### src/rtl/dds_pkg.sv
// Shared definitions for the multi-channel DDS phase accumulator.
//   CFG_SEL_*  : meaning of cfg_sel on a configuration write
//   dds_state_e: sweep sequencer states
//   LFSR_SEED / LFSR_TAPS: 16-bit Fibonacci dither generator (taps 16,14,13,11)
package dds_pkg;

  localparam logic CFG_SEL_TUNE   = 1'b0;
  localparam logic CFG_SEL_OFFSET = 1'b1;

  typedef enum logic {IDLE = 1'b0, RUN = 1'b1} dds_state_e;

  localparam logic [15:0] LFSR_SEED = 16'hACE1;
  // Bit positions 15,13,12,10 correspond to taps 16,14,13,11.
  localparam logic [15:0] LFSR_TAPS = 16'hB400;

endpackage

### src/rtl/dds_lfsr.sv
// 16-bit Fibonacci LFSR used as output dither source.
// Ports:
//   clk    : clock
//   rst_n  : async active-low reset, loads LFSR_SEED
//   en_i   : advance one step this cycle
//   lfsr_o : current register value
module dds_lfsr
  import dds_pkg::*;
(
  input  logic        clk,
  input  logic        rst_n,
  input  logic        en_i,
  output logic [15:0] lfsr_o
);

  logic [15:0] lfsr_q;

  always_ff @(posedge clk or negedge rst_n) begin
    if (!rst_n)    lfsr_q <= LFSR_SEED;
    else if (en_i) lfsr_q <= {lfsr_q[14:0], ^(lfsr_q & LFSR_TAPS)};
  end

  assign lfsr_o = lfsr_q;

endmodule

### src/rtl/multi_phase_accumulator.sv
// Time-multiplexed DDS phase accumulator for NUM_CH channels sharing one adder.
// Each ce in IDLE launches a sweep that updates channels 0..NUM_CH-1, one per
// clock, and emits a truncated, offset phase tagged with its channel.
// Optional: define MULTI_PHASE_ACCUMULATOR_DITHER_EN to add LFSR dither to the
// output path (stored phase unaffected).
// Ports:
//   clk, rst_n          : clock, async active-low reset
//   ce                  : start a sweep (ignored and flagged while sweeping)
//   sync_clr            : zero all phases (deferred to sweep end if sweeping)
//   cfg_valid/cfg_ready : config write handshake (ready only in IDLE)
//   cfg_ch/cfg_sel/cfg_data : target channel, tune(0)/offset(1), data
//   out_valid/out_ch/out_phase : registered per-channel phase output
//   overrun             : sticky, ce seen during a sweep
module multi_phase_accumulator
  import dds_pkg::*;
#(
  parameter int ACC_W  = 23,
  parameter int OUT_W  = 14,
  parameter int TUNE_W = 16,
  parameter int NUM_CH = 4,
  parameter int CH_W   = $clog2(NUM_CH)
) (
  input  logic              clk,
  input  logic              rst_n,
  input  logic              ce,
  input  logic              sync_clr,
  input  logic              cfg_valid,
  output logic              cfg_ready,
  input  logic [CH_W-1:0]   cfg_ch,
  input  logic              cfg_sel,
  input  logic [TUNE_W-1:0] cfg_data,
  output logic              out_valid,
  output logic [CH_W-1:0]   out_ch,
  output logic [OUT_W-1:0]  out_phase,
  output logic              overrun
);

  dds_state_e        state_q;
  logic [CH_W-1:0]   idx_q;
  logic [ACC_W-1:0]  phase_q [NUM_CH];
  logic [TUNE_W-1:0] tune_q  [NUM_CH];
  logic [OUT_W-1:0]  off_q   [NUM_CH];
  logic              out_valid_q;
  logic [CH_W-1:0]   out_ch_q;
  logic [OUT_W-1:0]  out_phase_q;
  logic              overrun_q;
  logic              clr_pend_q;

  logic [ACC_W-1:0]  sum;
  logic [OUT_W-1:0]  trunc;
  logic [OUT_W-1:0]  out_phase_d;
  logic              last_ch;
  logic              cfg_we;

  assign cfg_ready = (state_q == IDLE);
  assign cfg_we    = cfg_valid && cfg_ready && (int'(cfg_ch) < NUM_CH);
  assign last_ch   = (idx_q == CH_W'(NUM_CH - 1));

  // Shared adder: tuning word is zero-extended into the accumulator width.
  assign sum = phase_q[idx_q] + ACC_W'(tune_q[idx_q]);

`ifdef MULTI_PHASE_ACCUMULATOR_DITHER_EN
  localparam int DW = (ACC_W - OUT_W < 16) ? (ACC_W - OUT_W) : 16;
  logic [15:0]      lfsr;
  logic [ACC_W-1:0] dith;
  logic [ACC_W-1:0] dsum;

  dds_lfsr u_lfsr (
    .clk    (clk),
    .rst_n  (rst_n),
    .en_i   (state_q == RUN),
    .lfsr_o (lfsr)
  );

  // Only the bits that would otherwise be truncated away receive dither.
  always_comb begin
    dith = '0;
    for (int i = 0; i < DW; i++) dith[i] = lfsr[i];
  end

  assign dsum  = sum + dith;
  assign trunc = dsum[ACC_W-1 -: OUT_W];
`else
  assign trunc = sum[ACC_W-1 -: OUT_W];
`endif

  assign out_phase_d = trunc + off_q[idx_q];

  always_ff @(posedge clk or negedge rst_n) begin
    if (!rst_n) begin
      state_q     <= IDLE;
      idx_q       <= '0;
      out_valid_q <= 1'b0;
      out_ch_q    <= '0;
      out_phase_q <= '0;
      overrun_q   <= 1'b0;
      clr_pend_q  <= 1'b0;
      for (int i = 0; i < NUM_CH; i++) begin
        phase_q[i] <= '0;
        tune_q[i]  <= '0;
        off_q[i]   <= '0;
      end
    end else begin
      out_valid_q <= 1'b0;

      if (cfg_we) begin
        if (cfg_sel == CFG_SEL_TUNE) tune_q[cfg_ch] <= cfg_data;
        else                         off_q[cfg_ch]  <= OUT_W'(cfg_data);
      end

      unique case (state_q)
        IDLE: begin
          if (sync_clr) begin
            for (int i = 0; i < NUM_CH; i++) phase_q[i] <= '0;
          end else if (ce) begin
            state_q <= RUN;
            idx_q   <= '0;
          end
        end
        RUN: begin
          if (ce) overrun_q <= 1'b1;
          out_valid_q     <= 1'b1;
          out_ch_q        <= idx_q;
          out_phase_q     <= out_phase_d;
          phase_q[idx_q]  <= sum;
          if (last_ch) begin
            state_q    <= IDLE;
            clr_pend_q <= 1'b0;
            // Deferred clear overrides the last channel's store.
            if (clr_pend_q || sync_clr) begin
              for (int i = 0; i < NUM_CH; i++) phase_q[i] <= '0;
            end
          end else begin
            idx_q <= idx_q + 1'b1;
            if (sync_clr) clr_pend_q <= 1'b1;
          end
        end
        default: state_q <= IDLE;
      endcase
    end
  end

  assign out_valid = out_valid_q;
  assign out_ch    = out_ch_q;
  assign out_phase = out_phase_q;
  assign overrun   = overrun_q;

endmodule

### config.mk
export PLATFORM = sky130hd
export DESIGN_NAME = multi_phase_accumulator
export DESIGN_NICKNAME = d
export VERILOG_FILES = /design/src/rtl/dds_pkg.sv /design/src/rtl/dds_lfsr.sv /design/src/rtl/multi_phase_accumulator.sv
export SDC_FILE = /design/constraint.sdc
export NUM_CORES = 1
export LEC_CHECK = 0
export CAP_MARGIN = 20
export CORE_MARGIN = 2
export CORE_UTILIZATION = 60
export CTS_CLUSTER_DIAMETER = 40
export DETAILED_ROUTE_END_ITERATION = 8
export GPL_TIMING_DRIVEN = 0
export PLACE_DENSITY = 0.79
export REMOVE_ABC_BUFFERS = 1
export SLEW_MARGIN = 40
export SYNTH_ARGS = -nofsm -noshare
export SYNTH_HDL_FRONTEND = slang
export SYNTH_SLANG_ARGS = --single-unit
export TNS_END_PERCENT = 50
### constraint.sdc
create_clock -name clk -period 7.17 [get_ports clk]
set_input_delay 1.434 -clock clk [delete_from_list [all_inputs] [get_ports clk]]
set_output_delay 1.434 -clock clk [all_outputs]
set_load 0.02 [all_outputs]
==> key figures, run 1 <==
Status
  – Status: finished, final reports clean

Yosys
  – Post-synth ARST share: 100%
  – Largest family of logic cells by synthesized area: multiplexers
  – Mapped Cells: between 800 and 900
  – Compound-Gate Fraction of Synth Area: between 10% and 20%
  – Post-synth EDFFs: 0
  – Synth Flop Type: dfrtp_1
  – Post-synthesis mux area share: ~24%
  – Synth Register Bits: approximately 230
  – Post-synthesis simple-gate area fraction: under 10%
  – Adder-cell share of the synthesized area: roughly 4.0%
  – XOR/XNOR share of the synthesized area: 2.55%
  – Yosys Warn Count: 0
  – Synth cell types: 50
  – Avg Inst Size Synth: 13.7 um2
  – Cell Area, Synth: 0.0113 mm2
  – Sequential area share after synthesis: between 50% and 60%

Power and ir drop
  – Clock power share: about a fifth
  – Sequential share of power: around 30%
  – Logic pwr share: between 40 and 50%
  – Leak pwr: 5.89 nW
  – Internal Power: approximately 4.4 mW
  – P_sw: 2.87 mW
  – Pwr/cell area: ~550 mW/mm2
  – Sw Share: between 30% and 40%
  – Max IR drop VDD: ~0.0003 V

STA
  – Skew final: around 0.017 ns
  – Fmax: around 0.16 GHz
  – Rel. slew slack: between 40% and 50%
  – Tcrit/Tclk final: between 80% and 90%
  – WHS: ~0.46 ns
  – Final min period: 6.15 ns
  – Final Max Slew Viols: 0
  – RSZ-0062 raised after global routing: no
  – Final Hold Violating Endpoints: 0
  – Final setup vio count: 0
  – Final WS setup: just over 1 ns
  – Worst-margin pin slew: approximately 0.8 ns

Setup path
  – WP data arrival: around 6.6 ns
  – CP max-delay cell: mux4_2
  – Crit-path cells: buf_12, mux4_2, ha_1, fa_1, a211oi_1, o21ai_0, a21boi_0, o21ai_0, a21o_1, a21oi_1, xnor2_1, ha_1, a21o_1, a31oi_1, o22ai_1, a311oi_1, xor2_1, xnor2_1, mux2_2
  – Maximum fanout along the worst path: 26
  – Worst r2r dst: out_phase[13]$_DFFE_PN0P_
  – Reg2reg path depth: 19
  – Crit end category: flip-flop
  – Critical path required time: 7.60 ns
  – Setup Crit Path Kind: reg -> reg
  – Worst R2R Start: idx_q[0]$_DFFE_PN0P_
  – CP max stage delay: ~0.56 ns
  – Type of origin of the critical path: flip-flop
  – Reg2reg setup slack: around 1 ns

Floorplan
  – Die W: 141 um
  – DIE AREA: around 0.020 mm2
  – Cell Rows: 50
  – Initial Utilization: between 60% and 70%
  – I/O Pins: 43
  – Core Footprint: between 0.015 and 0.02 mm2
  – Die Ht: between 100 and 150 um

Finish
  – Share of layout cells above drive strength 1: a little under a third
  – Multi-input gate area: approximately 0.0053 mm2
  – Antenna Cells: 0
  – Most frequent cells in the layout: dfrtp_1, mux2_2, a22o_1, mux4_2, o21ai_0
  – FF/Latch Area: slightly below 0.006 mm2
  – Nets: 940
  – Most common cell after layout, fill and taps aside: dfrtp_1
  – Layout area overhead: 17.1%
  – Layout fillers: ~1.2k

Route
  – Remaining DRCs: 0
  – Detail Route Antenna Nets: 0
  – Vias/cell: 6.62
  – Pre-Repair DR Iteration Count: 5
  – Initial DRC count: roughly 580
  – Drt total wl: between 20000 and 30000 um
  – Routed length per instance: 24.4 um
  – Via count: 7534

Placed design
  – Pre-CTS setup slack: about 1.2 ns
  – RePlAce Congestion: approximately 0.9
  – DP HPWL: between 15000 and 20000 um
  – Count of buffers from port buffering: 42

Clocking
  – Post-CTS Resized: 0
  – Post-CTS setup buffer count: 0
  – Cts bufs inserted: 31
  – Clock tree from TritonCTS: yes
  – CTS Buffer Depth: 3
  – H-tree levels: 1
  – Clock sink count: between 200 and 250
  – CTS Root Cell: clkbuf_16
  – CTS Hold Bufs: 0
  – Clk Latency, worst-skew pair: 0.55 ns
  – Clk pin slew, worst setup/hold paths: around 0.05 ns

Global routing
  – Initial antenna violation count: 0
  – Number of global-route vias before repair: between 8k and 9k
  – Gr ovfl total: 0
  – Total GRT Usage: a little under 30%
  – First-pass GRT wire length: around 45000 um
  – Largest net degree at the start of global routing: 81

Worst hold path
  – Hold Path Stages: 1
  – HP Start: overrun$_DFFE_PN0P_
  – Endpoint, Worst Hold: overrun$_DFFE_PN0P_
  – Hold Crit Class: reg -> reg

Flow run
  – Max Cap Violations: 0
==> worst max-delay path, delay by kind of cell (launching register included) <==
family / cells / cell delay (ns)
multiplexers: 2 / 0.83
XOR/XNOR: 3 / 0.70
adder cells (fa/ha/maj): 3 / 1.12
buffers and inverters: 1 / 0.27
flip-flops: 1 / 0.54
AO/OA/AOI/OAI: 10 / 2.55
==> synthesized netlist by cell type, drive strengths merged, types with 2 or more instances <==
cell type	n	area share (%)
a211oi	4	0.27
a21boi	2	0.13
a21o	13	0.87
a21oi	24	1.1
a22o	62	4.8
a31oi	3	0.30
and2	3	0.17
and3	7	0.39
buf	9	0.39
clkbuf	29	0.97
dfrtp	234	52
fa	2	0.36
ha	33	3.7
inv	19	0.63
mux2	134	13
mux4	53	11
nand2	47	1.6
nand2b	3	0.17
nand3	7	0.31
nand3b	3	0.20
nand4	2	0.11
nor2	17	0.57
nor2b	3	0.17
nor3b	3	0.20
o2111ai	2	0.21
o21a	3	0.20
o21ai	47	2.1
o21bai	8	0.53
o22ai	5	0.28
or2	2	0.13
xnor2	20	1.6
xor2	12	0.93
==> cell families after synthesis <==
family | count (synthesis)
XOR/XNOR | 32
buffers and inverters | 58
flip-flops | 234
AO/OA/AOI/OAI | 179
multiplexers | 187
AND/OR/NAND/NOR | 99
adder cells (fa/ha/maj) | 35
==> how the worst max path moves through the flow <==
stage / start / to / depth (start not counted)
6_report: idx_q[0]$_DFFE_PN0P_ / out_phase[13]$_DFFE_PN0P_ / 19
5_1_grt: idx_q[0]$_DFFE_PN0P_ / out_phase[13]$_DFFE_PN0P_ / 19
4_1_cts: idx_q[0]$_DFFE_PN0P_ / out_phase[13]$_DFFE_PN0P_ / 19
3_5_place_dp: idx_q[0]$_DFFE_PN0P_ / out_phase[13]$_DFFE_PN0P_ / 19
3_3_place_gp: rst_n / off_q[53]$_DFFE_PN0P_ / 1
2_1_floorplan: idx_q[0]$_DFFE_PN0P_ / out_phase[13]$_DFFE_PN0P_ / 18
==> cell type report <==
type,instances,share of cell area [%]
sequential,234,44.5
clock buffer,41,6.32
timing repair buffer,62,5.15
tap,234,2.22
clock inverter,15,1.42
inverter,20,0.569
multi-input combinational,532,39.9
==> routing by layer <==
metal | GRT usage [%] | up-vias | part of all wire [%]
li1 | - | 3217 | -
met1 | 38.1 | 3919 | 40
met2 | 50.1 | 311 | 50
met3 | 5.60 | 87 | 6.5
met4 | 10.9 | 0 | 3.8
met5 | 0 | - | 0
==> stage by stage <==
step           setup TNS, ns  total power, mW  instances  utilization [%]  area [um2]
2_1_floorplan              0             4.58        786                -       11100
3_3_place_gp         -966.80             5.40       1062             63.6       11800
3_5_place_dp               0             5.71       1082             65.5       12200
4_1_cts                    0             7.28       1138             71.0       13200
5_1_grt                    0             7.72       1138             71.0       13200
6_report                   0             7.31       1138             71.0       13200
==> power by group through the flow <==
stage	Clock, mW	Combinational, mW	Sequential (mW)
after global placement	0	3.16	2.25
after detailed placement	0	3.51	2.21
after CTS	1.52	3.56	2.20
after floorplan	0	2.38	2.20
after global routing	1.59	3.87	2.26
final	1.51	3.59	2.21
==> state kept, by name, summed over array words and instances (netlist names) <==
| register | cells |
|---|---|
| clr_pend_q | 1 |
| idx_q | 2 |
| off_q | 56 |
| out_ch | 2 |
| out_phase | 14 |
| out_valid | 1 |
| overrun | 1 |
| phase_q | 92 |
| state_q | 1 |
| tune_q | 64 |
No activity file was read; power rests on OpenSTA's default activity.
==> run 2, diff against run 1 <==
--- a/config.mk
+++ b/config.mk
@@ -6,11 +6,10 @@
 export NUM_CORES = 1
 export LEC_CHECK = 0
-export CAP_MARGIN = 20
 export CORE_MARGIN = 2
-export CORE_UTILIZATION = 60
+export CORE_UTILIZATION = 55
 export CTS_CLUSTER_DIAMETER = 40
 export DETAILED_ROUTE_END_ITERATION = 8
 export GPL_TIMING_DRIVEN = 0
-export PLACE_DENSITY = 0.79
+export PLACE_DENSITY = 0.73
 export REMOVE_ABC_BUFFERS = 1
 export SLEW_MARGIN = 40
==> constraint.sdc (replaced) <==
create_clock -name clk -period 7.17 [get_ports clk]
set_input_delay 1.434 -clock clk [delete_from_list [all_inputs] [get_ports clk]]
set_output_delay 1.434 -clock clk [all_outputs]
set_load 0.01 [all_outputs]
==> run 2 against run 1 <==
Net effect: combinational power decreased by 2%; clock power about the same; routed wire length is 2.8% lower; flip-flop and latch count stayed put; cell area grew 0.18%; sequential power is essentially flat; clock skew down 0.0062 ns; die area grew 8.8%; critical path type unchanged; register-to-register slack better by 0.04 ns; first-iteration DRC count decreased by 11%.
==> key figures, run 2 (synthesis results as in run 1) <==
Route
  – Detail Route Antenna Nets: 0
  – Remaining DRCs: 0
  – Initial DRC count: between 500 and 600
  – Vias/cell: about 6.3
  – Via count: between 7k and 8k
  – Pre-Repair DR Iteration Count: 5
  – Drt total wl: between 20000 and 30000 um
  – Routed length per instance: roughly 23 um

Power and ir drop
  – Pwr/cell area: around 550 mW/mm2
  – P_sw: 2.80 mW
  – Sw Share: between 30% and 40%
  – Sequential share of power: ~31%
  – Logic pwr share: between 40% and 50%
  – Internal Power: 4.43 mW
  – Max IR drop VDD: 0.000334 V
  – Leak pwr: between 5 and 6 nW
  – Clock power share: slightly above 20%

Finish
  – Layout area overhead: 17.3%
  – Design Area, Final: approximately 0.013 mm2
  – Biggest regs: phase_q (92), tune_q (64), off_q (56)
  – Most frequent cells in the layout: dfrtp_1, mux2_2, a22o_1, mux4_2, o21ai_0
  – Most common cell after layout, fill and taps aside: dfrtp_1
  – Antenna Cells: 0
  – Nets: 937
  – Top reg by flops: phase_q
  – Max reg flops: 92
  – Cell Count, Final, Fillers Out: approximately 1.2k
  – Share of layout cells above drive strength 1: a little under a third

Global routing
  – Initial antenna violation count: 0
  – Number of global-route vias before repair: ~8k
  – First-pass GRT wire length: 44000 um
  – Largest net degree at the start of global routing: 85
  – Total GRT Usage: between 20% and 30%
  – Gr ovfl total: 0

Setup path
  – Maximum fanout along the worst path: 24
  – Worst r2r dst: out_phase[13]$_DFFE_PN0P_
  – Type of origin of the critical path: flip-flop
  – Critical path required time: between 7 and 8 ns
  – Reg2reg path depth: 19
  – WP data arrival: between 6 and 7 ns
  – Crit end category: flip-flop
  – Reg2reg setup slack: 1.07 ns
  – Setup Crit Path Kind: reg -> reg
  – Worst R2R Start: idx_q[0]$_DFFE_PN0P_
  – Worst setup path start: idx_q[0]$_DFFE_PN0P_

Placed design
  – Pre-CTS setup slack: between 1 and 1.5 ns
  – DP HPWL: ~19000 um
  – Cell count after placement: approximately 1.1k
  – Count of buffers from port buffering: 42
  – RePlAce Congestion: around 0.85
  – Area post-placement: roughly 0.012 mm2

Worst hold path
  – Hold Path Stages: 2
  – HP Start: phase_q[84]$_DFFE_PN0P_
  – Endpoint, Worst Hold: phase_q[84]$_DFFE_PN0P_
  – Hold Crit Class: reg -> reg

STA
  – Final setup vio count: 0
  – Final min period: around 6.1 ns
  – Worst-margin pin slew: between 0.8 and 0.9 ns
  – Skew final: between 0.01 and 0.015 ns
  – Tcrit/Tclk final: between 80% and 90%
  – RSZ-0062 raised after global routing: no
  – Fmax: ~0.16 GHz
  – Final Hold Violating Endpoints: 0
  – Final Max Slew Viols: 0
  – Rel. slew slack: a little under half
  – Final WS setup: approximately 1.1 ns

Floorplan
  – Die W: ~150 um
  – Cell Rows: 52
  – Die Ht: about 150 um
  – Initial Utilization: a little under three fifths
  – DIE AREA: 0.0216 mm2
  – I/O Pins: 43
  – Core Footprint: a little over 0.02 mm2

Clocking
  – Clock tree from TritonCTS: yes
  – Cts bufs inserted: 30
  – H-tree levels: 1
  – CTS Root Cell: clkbuf_16
  – Clock sink count: between 200 and 250
  – Post-CTS Resized: 0
  – Clk pin slew, worst setup/hold paths: roughly 0.06 ns
  – Clk Latency, worst-skew pair: about 0.54 ns
  – CTS Buffer Depth: 3
  – CTS Hold Bufs: 0
  – Post-CTS setup buffer count: 0

Status
  – Status: finished, final reports clean

Flow run
  – Max Cap Violations: 0
## run 2: power by group through the flow
| stage | Sequential (mW) | Combinational, mW | Clock, mW |
|---|---|---|---|
| after floorplan | 2.16 | 2.38 | 0 |
| after global placement | 2.25 | 3.16 | 0 |
| after detailed placement | 2.21 | 3.48 | 0 |
| after CTS | 2.20 | 3.50 | 1.51 |
| after global routing | 2.26 | 3.81 | 1.58 |
| final | 2.20 | 3.53 | 1.50 |
## run 2: worst max path at each step
stage          slack (ns)                         to
6_report             1.07  out_phase[13]$_DFFE_PN0P_
5_1_grt              0.54  out_phase[13]$_DFFE_PN0P_
4_1_cts              1.08  out_phase[13]$_DFFE_PN0P_
3_5_place_dp         1.18  out_phase[13]$_DFFE_PN0P_
3_3_place_gp        -4.19      off_q[10]$_DFFE_PN0P_
2_1_floorplan        0.48  out_phase[13]$_DFFE_PN0P_
## run 2: worst max-delay path: stages (launching register included)
cell and delay, ns:
dfrtp_4 0.65, buf_12 0.25, buf_12 0.25, mux4_2 0.61
fa_1 0.45, a211oi_1 0.38, o21ai_0 0.20, a21boi_0 0.28
o21ai_0 0.23, a21o_1 0.24, a21oi_1 0.17, xnor2_1 0.27
ha_1 0.37, a21o_1 0.17, a31oi_1 0.22, o22ai_1 0.17
a311oi_1 0.37, xor2_1 0.26, xnor2_1 0.11, mux2_2 0.28
## run 2: layer usage
| metal | track usage, % | wire [um] | part of all wire (%) | vias to the layer above |
|---|---|---|---|---|
| met1 | 34.6 | 11000 | 41 | 3870 |
| met3 | 3.70 | 1480 | 5.5 | 59 |
| met4 | 7.69 | 777 | 2.9 | 0 |
| met2 | 44.7 | 13800 | 51 | 268 |
| met5 | 0 | 0 | 0 | - |
| li1 | - | - | - | 3210 |
## run 2: layout make-up
class	instances	area, um2
clock inverter	17	200
multi-input combinational	532	5260
tap	270	338
inverter	20	75.1
sequential	234	5860
timing repair buffer	60	658
clock buffer	38	821
fill	1412	6950
## run 2: metrics by stage
stage	total power [mW]	utilization (%)	setup TNS [ns]	hold slack, ns
after floorplan	4.54	-	0	0.445
final	7.23	65.5	0	0.480
after global routing	7.65	65.5	0	0.505
after detailed placement	5.69	60.5	0	0.471
after global placement	5.41	58.8	-981.64	0.439
after CTS	7.22	65.5	0	0.483
==> run 3, diff against run 2 <==
--- a/config.mk
+++ b/config.mk
@@ -6,4 +6,5 @@
 export NUM_CORES = 1
 export LEC_CHECK = 0
+export CAP_MARGIN = 25
 export CORE_MARGIN = 2
 export CORE_UTILIZATION = 55
==> constraint.sdc (replaced) <==
create_clock -name clk -period 7.17 [get_ports clk]
set_input_delay 2.151 -clock clk [delete_from_list [all_inputs] [get_ports clk]]
set_output_delay 2.151 -clock clk [all_outputs]
set_load 0.01 [all_outputs]
==> run 3 against run 2 <==
Net effect: cell area barely moved; utilization barely moved; first-iteration DRC count fell by 9.5%; die area did not move; clock skew fell by 0.00074 ns; critical path depth did not move; combinational power barely moved; sequential power barely moved; flip-flop and latch count did not move; register-to-register slack improved by 0.04 ns; total power rose by 0.10%; routed wire length fell by 0.96%; critical path type unchanged; critical endpoint unchanged; largest cell class unchanged; largest power group unchanged; highest routed layer unchanged.
==> key figures, run 3 (synthesis results as in run 1) <==
Finish
  – Max reg flops: 92
  – Top reg by flops: phase_q
  – Multi-input gate area: between 0.005 and 0.006 mm2
  – Antenna Cells: 0
  – FF/Latch Area: ~0.0059 mm2
  – Nets: 937
  – Layout fillers: 1420
  – Layout area overhead: 17.4%
  – Most common cell after layout, fill and taps aside: dfrtp_1
  – Design Area, Final: roughly 0.013 mm2
  – Share of layout cells above drive strength 1: between 30% and 40%
  – Most frequent cells in the layout: dfrtp_1, mux2_2, a22o_1, mux4_2, o21ai_0
  – Biggest regs: phase_q (92), tune_q (64), off_q (56)

Floorplan
  – Cell Rows: 52
  – DIE AREA: ~0.022 mm2
  – Initial Utilization: about 56%
  – Die Ht: 147 um
  – Die W: 147 um
  – I/O Pins: 43
  – Core Footprint: 0.0202 mm2

Setup path
  – Setup Crit Path Kind: reg -> reg
  – Critical path required time: between 7 and 8 ns
  – CP max-delay cell: dfrtp_4
  – Crit-path cells: buf_12, buf_12, mux4_2, fa_1, a211oi_1, o21ai_0, a21boi_0, o21ai_0, a21o_1, a21oi_1, xnor2_1, ha_1, a21o_1, a31oi_1, o22ai_1, a311oi_1, xor2_1, xnor2_1, mux2_2
  – Maximum fanout along the worst path: 24
  – Crit end category: flip-flop
  – Delay-heaviest family, CP: compound AO/OA/AOI/OAI gates
  – CP max stage delay: roughly 0.65 ns
  – Buf/Inv on CP: 2
  – Type of origin of the critical path: flip-flop
  – WP data arrival: 6.50 ns

STA
  – Final min period: between 6 and 7 ns
  – Fmax: around 0.16 GHz
  – Setup TNS Final: 0 ns
  – Final WS setup: ~1.1 ns
  – Final Hold Violating Endpoints: 0
  – Rel. slew slack: a little under half
  – Final Max Slew Viols: 0
  – Skew final: 0.00982 ns
  – RSZ-0062 raised after global routing: no
  – Final setup vio count: 0
  – Tcrit/Tclk final: 84.6%
  – Worst-margin pin slew: slightly below 0.8 ns

Status
  – Status: finished, final reports clean

Global routing
  – Gr ovfl total: 0
  – Number of global-route vias before repair: 7986
  – Largest net degree at the start of global routing: 85
  – Initial antenna violation count: 0
  – Total GRT Usage: around a quarter
  – First-pass GRT wire length: approximately 43000 um

Route
  – Pre-Repair DR Iteration Count: 5
  – Detail Route Antenna Nets: 0
  – Drt total wl: approximately 27000 um
  – Initial DRC count: about 470
  – Remaining DRCs: 0
  – Via count: 7375
  – Routed length per instance: 22.8 um
  – Vias/cell: roughly 6.3

Clocking
  – Clk Latency, worst-skew pair: around 0.55 ns
  – CTS Buffer Depth: 3
  – Post-CTS Resized: 0
  – Clock tree from TritonCTS: yes
  – H-tree levels: 1
  – Cts bufs inserted: 30
  – Post-CTS setup buffer count: 0
  – CTS Hold Bufs: 0
  – Clock sink count: between 200 and 250
  – CTS Root Cell: clkbuf_16
  – Clk pin slew, worst setup/hold paths: around 0.06 ns

Power and ir drop
  – Leak pwr: around 5.9 nW
  – Max IR drop VDD: 0.000330 V
  – Pwr/cell area: ~550 mW/mm2

Placed design
  – Area post-placement: 0.0122 mm2
  – Count of buffers from port buffering: between 40 and 50
  – RePlAce Congestion: around 0.85
  – Pre-CTS setup slack: roughly 1.2 ns
  – DP HPWL: about 19000 um

Flow run
  – Max Cap Violations: 0

Worst hold path
  – Hold Crit Class: reg -> reg
[run 3: cell types whose count changed in the layout (fill, tap and decap cells not counted), sizes merged]
cell and change:
clkinvlp -1, clkbuf +1
[run 3: cell type report]
cell class                      count  share of cell area [%]
Timing Repair Buffer               60                    4.98
Multi-Input combinational cell    532                    39.8
Sequential cell                   234                    44.3
Inverter                           20                   0.568
Tap cell                          270                    2.55
Clock buffer                       39                    6.40
Clock inverter                     16                    1.40
[run 3: final timing paths]
path                                    startpoint                        end  slack, ns  depth (start not counted)
setup / recovery              idx_q[0]$_DFFE_PN0P_  out_phase[13]$_DFFE_PN0P_       1.10                         19
setup reg to reg              idx_q[0]$_DFFE_PN0P_  out_phase[13]$_DFFE_PN0P_       1.10                         19
hold reg to reg            phase_q[10]$_DFFE_PN0P_    phase_q[10]$_DFFE_PN0P_       0.48                          2
hold / removal             phase_q[10]$_DFFE_PN0P_    phase_q[10]$_DFFE_PN0P_       0.48                          2
min in group asynchronous                    rst_n     phase_q[1]$_DFFE_PN0P_       1.57                          1
max in group asynchronous                    rst_n      off_q[55]$_DFFE_PN0P_       4.42                          3
[run 3: routing by layer]
metal	part of all wire [%]	wire length, um	track usage (%)	vias up
li1	-	-	-	3209
met1	40	10700	33.3	3857
met2	50	13400	43.6	243
met3	6.6	1760	4.88	66
met4	3.4	902	9.33	0
met5	0	0	0	-
[run 3: report_power, final]
| part | switching [mW] | leakage [nW] | internal, mW | total, mW |
|---|---|---|---|---|
| logic | 1.86 | 2.40 | 1.66 | 3.52 |
| clock network | 0.573 | 0.488 | 0.941 | 1.51 |
| registers | 0.357 | 2.99 | 1.85 | 2.20 |
| total | 2.79 | 5.88 | 4.45 | 7.24 |
[run 3: per-stage QoR]
step / cells / hold WS, ns / utilization, % / power [mW]
2_1_floorplan: 786 / 0.445 / - / 4.54
3_3_place_gp: 1098 / 0.439 / 58.8 / 5.41
3_5_place_dp: 1116 / 0.471 / 60.5 / 5.69
4_1_cts: 1171 / 0.483 / 65.6 / 7.24
5_1_grt: 1171 / 0.493 / 65.6 / 7.66
6_report: 1171 / 0.478 / 65.6 / 7.24
[run 3: tightest hold or removal path: stages, from the launching register on]
cell     delay, ns
dfrtp_1       0.33
nand2_1       0.04
o21ai_0       0.06
==> RTL change 1: new RTL, settings of run 2 <==
Build with the macro `MULTI_PHASE_ACCUMULATOR_DITHER_EN` defined.
--- a/src/rtl/multi_phase_accumulator.sv
+++ b/src/rtl/multi_phase_accumulator.sv
@@ -11,6 +11,8 @@
 //   cfg_ch/cfg_sel/cfg_data : target channel, tune(0)/offset(1), data
 //   out_valid/out_ch/out_phase : registered per-channel phase output
 //   overrun             : sticky, ce seen during a sweep
+`define MULTI_PHASE_ACCUMULATOR_DITHER_EN
+
 module multi_phase_accumulator
   import dds_pkg::*;
 #(
Check against the original RTL: not equivalent (a bounded check fails within 4 cycles, from zero or initial values and one cycle with rst_n low).
==> RTL change 1 against run 2 <==
Sequential cell count up 16; critical path type unchanged; die area up 11%; worst setup slack worse by 0.70 ns; wire length up 9.4%; final area up 12%; first-iteration DRC count up 29%; critical path depth up 7; hold slack worse by 0.026 ns; synthesized area up 12%.
Power is not shown: default switching activity piles up to over one toggle a cycle in this logic, so the estimate is an artifact.
==> RTL change 1: results (changes against run 2) <==
Run status - complete, no violations
Worst path max stage delay - 0.54 ns (-0.11 ns)
Distinct cell type count after synthesis - 70 (+40%)
Final nets - 1083 (+16%)
Met3 layer usage reported by global route - 4.18% (+0.48 points)
WL met2 - 14600 um (+5.6%)
Crit-path slowest cell - mux4_2
Layout cells sized above 1 - 31.1% (+0.71 points)
H-tree depth - 2 (+1)
Synth top area cells - dfrtp_1 48%, mux2_2 13%, mux4_2 9.5%
Reg2reg setup slack - 0.37 ns (-0.70 ns)
WL final - 29500 um (+9.4%)
Iteration-0 DRC Markers - 664 (+29%)
CP max FO - 12 (-50%)
Met1 WL - 13000 um (+19%)
GR Util All Layers - 25.0% (-0.97 points)
Via count of the first global-routing pass - 8594 (+7.5%)
Synth Area in Compound Gates - 11.4% (+0.18 points)
Min cycle time layout - 6.80 ns (+0.700 ns)
Arr. time, crit path - 7.19 ns (+0.67 ns)
Worst-path clk slew - 0.05 ns
HP Start - overrun
# fillers - 1661 (+18%)
Pin count of the biggest net entering global routing - 68 (-20%)
Xor/xnor share of the synthesized area - 2.89% (+0.34 points)
Pre-CTS WS - -0.175 ns (-1.36 ns)
Seq/Total Area, Yosys - 49.8% (-2.2 points)
Met2 usage - 41.8% (-2.9 points)
DR vias/cell - 6.36 (+0.47%)
Global-route wire length before repair - 47000 um (+6.8%)
GP Congestion - 0.924 (+8.5%)
Hold Path Depth - 1 (-1)
Post-Synth Adder-Cell Area - 4.40% (+0.37 points)
Highest routed layer - met4
Worst-margin pin slew - 0.758 ns (-0.0636 ns)
R2R cell count - 26 (+7)
GRT met1 Usage - 34.5% (-0.14 points)
Skew final - 0.0187 ns (+0.00811 ns)
HPWL Detailed - 20000 um (+7.7%)
Mux cell area share after synthesis - 23.0% (-1.1 points)
Metal3 WL - 1490 um (+0.68%)
[RTL change 1: stage by stage]
| stage | instances | cell area [um^2] | utilization [%] | hold WS, ns | setup TNS, ns |
|---|---|---|---|---|---|
| floorplan | 916 | 12400 | - | 0.445 | -1.35 |
| global placement | 1243 | 13200 | 58.3 | 0.440 | -1446.01 |
| detailed placement | 1257 | 13500 | 59.8 | 0.447 | -0.175 |
| CTS | 1320 | 14700 | 65.0 | 0.459 | 0 |
| global route | 1326 | 14800 | 65.5 | 0.477 | 0 |
| finish | 1326 | 14800 | 65.5 | 0.454 | 0 |
[RTL change 1: timing repair]
action / in CTS / in global routing
gates resized for setup: 1 / 7
gates cloned: 0 / 2
pin swaps: 2 / 3
buffers inserted: 2 / 4
setup endpoints to repair: 1 / 1
[RTL change 1: layout make-up]
type	instances	area share (%)
sequential	250	42.5
tap	285	2.41
clock buffer	42	6.37
multi-input combinational	648	41.7
clock inverter	19	1.40
timing repair buffer	64	5.24
inverter	18	0.457
==> RTL change 2: new RTL, config.mk and constraints of run 2 <==
Made on the original files. Register the output `overrun` once more, with the module's reset; this adds one clock of latency there. The other outputs are not delayed to match.
--- a/src/rtl/multi_phase_accumulator.sv
+++ b/src/rtl/multi_phase_accumulator.sv
@@ -143,7 +143,13 @@
   assign out_valid = out_valid_q;
   assign out_ch    = out_ch_q;
   assign out_phase = out_phase_q;
-  assign overrun   = overrun_q;
+  always_ff @(posedge clk or negedge rst_n) begin
+    if (!rst_n) begin
+      overrun <= '0;
+    end else begin
+      overrun <= overrun_q;
+    end
+  end
 
 endmodule
 
Function: changed (a bounded check fails within 4 cycles, from zero or initial values and one cycle with rst_n low).
==> RTL change 2 against run 2 <==
Sequential cell count is 1 higher; wire length increased by 0.95%; total power rose by 1.9%; largest cell class unchanged; final area is 1.5% higher; synthesized cell count is 0.12% higher; worst setup slack gained 0.074 ns; synthesized area rose by 0.22%.
==> RTL change 2: results (changes against run 2) <==
Run status - complete, no violations
Peak supply drop - 0.313 mV (-6.5%)
Total CTS buffers - 34 (+13%)
Pin count of the biggest net entering global routing - 82 (-3.5%)
Pre-CTS WS - 1.22 ns (+0.0422 ns)
Yosys warns - 0 (unchanged)
Wirelength per Cell - 23.1 um (+0.18%)
Placed Area - 12300 um^2 (+0.64%)
Iteration-0 DRC Markers - 555 (+8.0%)
Final worst slack - 1.14 ns (+0.0735 ns)
Top cell type's share of synthesized area - 52.1% (+0.11 points)
Worst-skew pair later-pin latency - 0.52 ns (-0.02 ns)
Skew final - 0.0153 ns (+0.00475 ns)
Non-Filler Instances - 1180 (+0.77%)
Crit path from - idx_q[0]
Distinct cell type count after synthesis - 50 (unchanged)
Final nets - 945 (+0.85%)
Hold WC Path Type - reg -> reg
GR Util All Layers - 26.6% (+0.66 points)
Rel. slew slack - 47.9% (+2.6 points)
Seq/Total Area, Yosys - 52.1% (+0.11 points)
Layout cells sized above 1 - 31.1% (+0.69 points)
Switch share - 38.1% (-0.55 points)
CP max FO - 20 (-17%)
Synth top area cells - dfrtp_1 52%, mux2_2 13%, mux4_2 10%
DR vias/cell - 6.29 (-0.56%)
HPWL Detailed - 18700 um (+1.1%)
Avg Cell Area, Syn - 13.7 um^2 (+0.10%)
H-tree depth - 2 (+1)
Synth cell count leaders - 235 x dfrtp_1, 134 x mux2_2, 62 x a22o_1
Arr. time, crit path - 6.43 ns (-0.09 ns)
GP Congestion - 0.891 (+4.6%)
Global-route wire length before repair - 44400 um (+1.0%)
Via count of the first global-routing pass - 7918 (-0.95%)
Placed insts - 1120 (+0.36%)
P_leak - 0.00598 uW (+1.9%)
## RTL change 2: changes by cell type in the layout (fill, tap and decap cells not counted), sizes merged
cell      before  now
dfrtp        234  235
clkinvlp       7    3
buf           19   22
clkinv         6    9
inv           21   22
clkbuf        38   43
## RTL change 2: cell families after synthesis
kind of cell    share of synthesized area (%)
compound gates                           11.2
flops                                    52.1
simple gates                             4.09
xor+xnor                                 2.55
buf+inv                                  2.02
fa+ha+maj                                4.01
mux                                      24.0
## RTL change 2: worst min path at each step
| stage | slack [ns] | from | cells past startpoint | end |
|---|---|---|---|---|
| after floorplan | 0.36 | overrun_q | 0 | overrun |
| after global placement | 0.36 | overrun_q | 0 | overrun |
| after detailed placement | 0.37 | overrun_q | 0 | overrun |
| after CTS | 0.40 | overrun_q | 0 | overrun |
| after global routing | 0.42 | overrun_q | 0 | overrun |
| final | 0.40 | overrun_q | 0 | overrun |
## RTL change 2: final cells by class
class,count,area [um^2]
well taps,270,338
clock buffers,43,945
fillers,1396,6750
multi-input cells,532,5260
inverters,20,75.1
flip-flops and latches,235,5890
repair buffers,63,711
clock inverters,17,201
## RTL change 2: power by group through the flow
stage	clock network (uW)	registers (uW)	logic [uW]
after global placement	0	2260	3140
after floorplan	0	2160	2380
after CTS	1680	2210	3470
after global routing	1750	2270	3780
after detailed placement	0	2220	3460
final	1660	2210	3490
## RTL change 2: layer usage
metal / wire length (um) / GRT usage [%] / vias to the layer above / share of wire, %
li1: - / - / 3238 / -
met5: 0 / 0 / - / 0
met1: 11100 / 35.4 / 3872 / 41
met3: 1700 / 5.99 / 75 / 6.2
met2: 13600 / 43.5 / 237 / 50
met4: 879 / 9.66 / 0 / 3.2
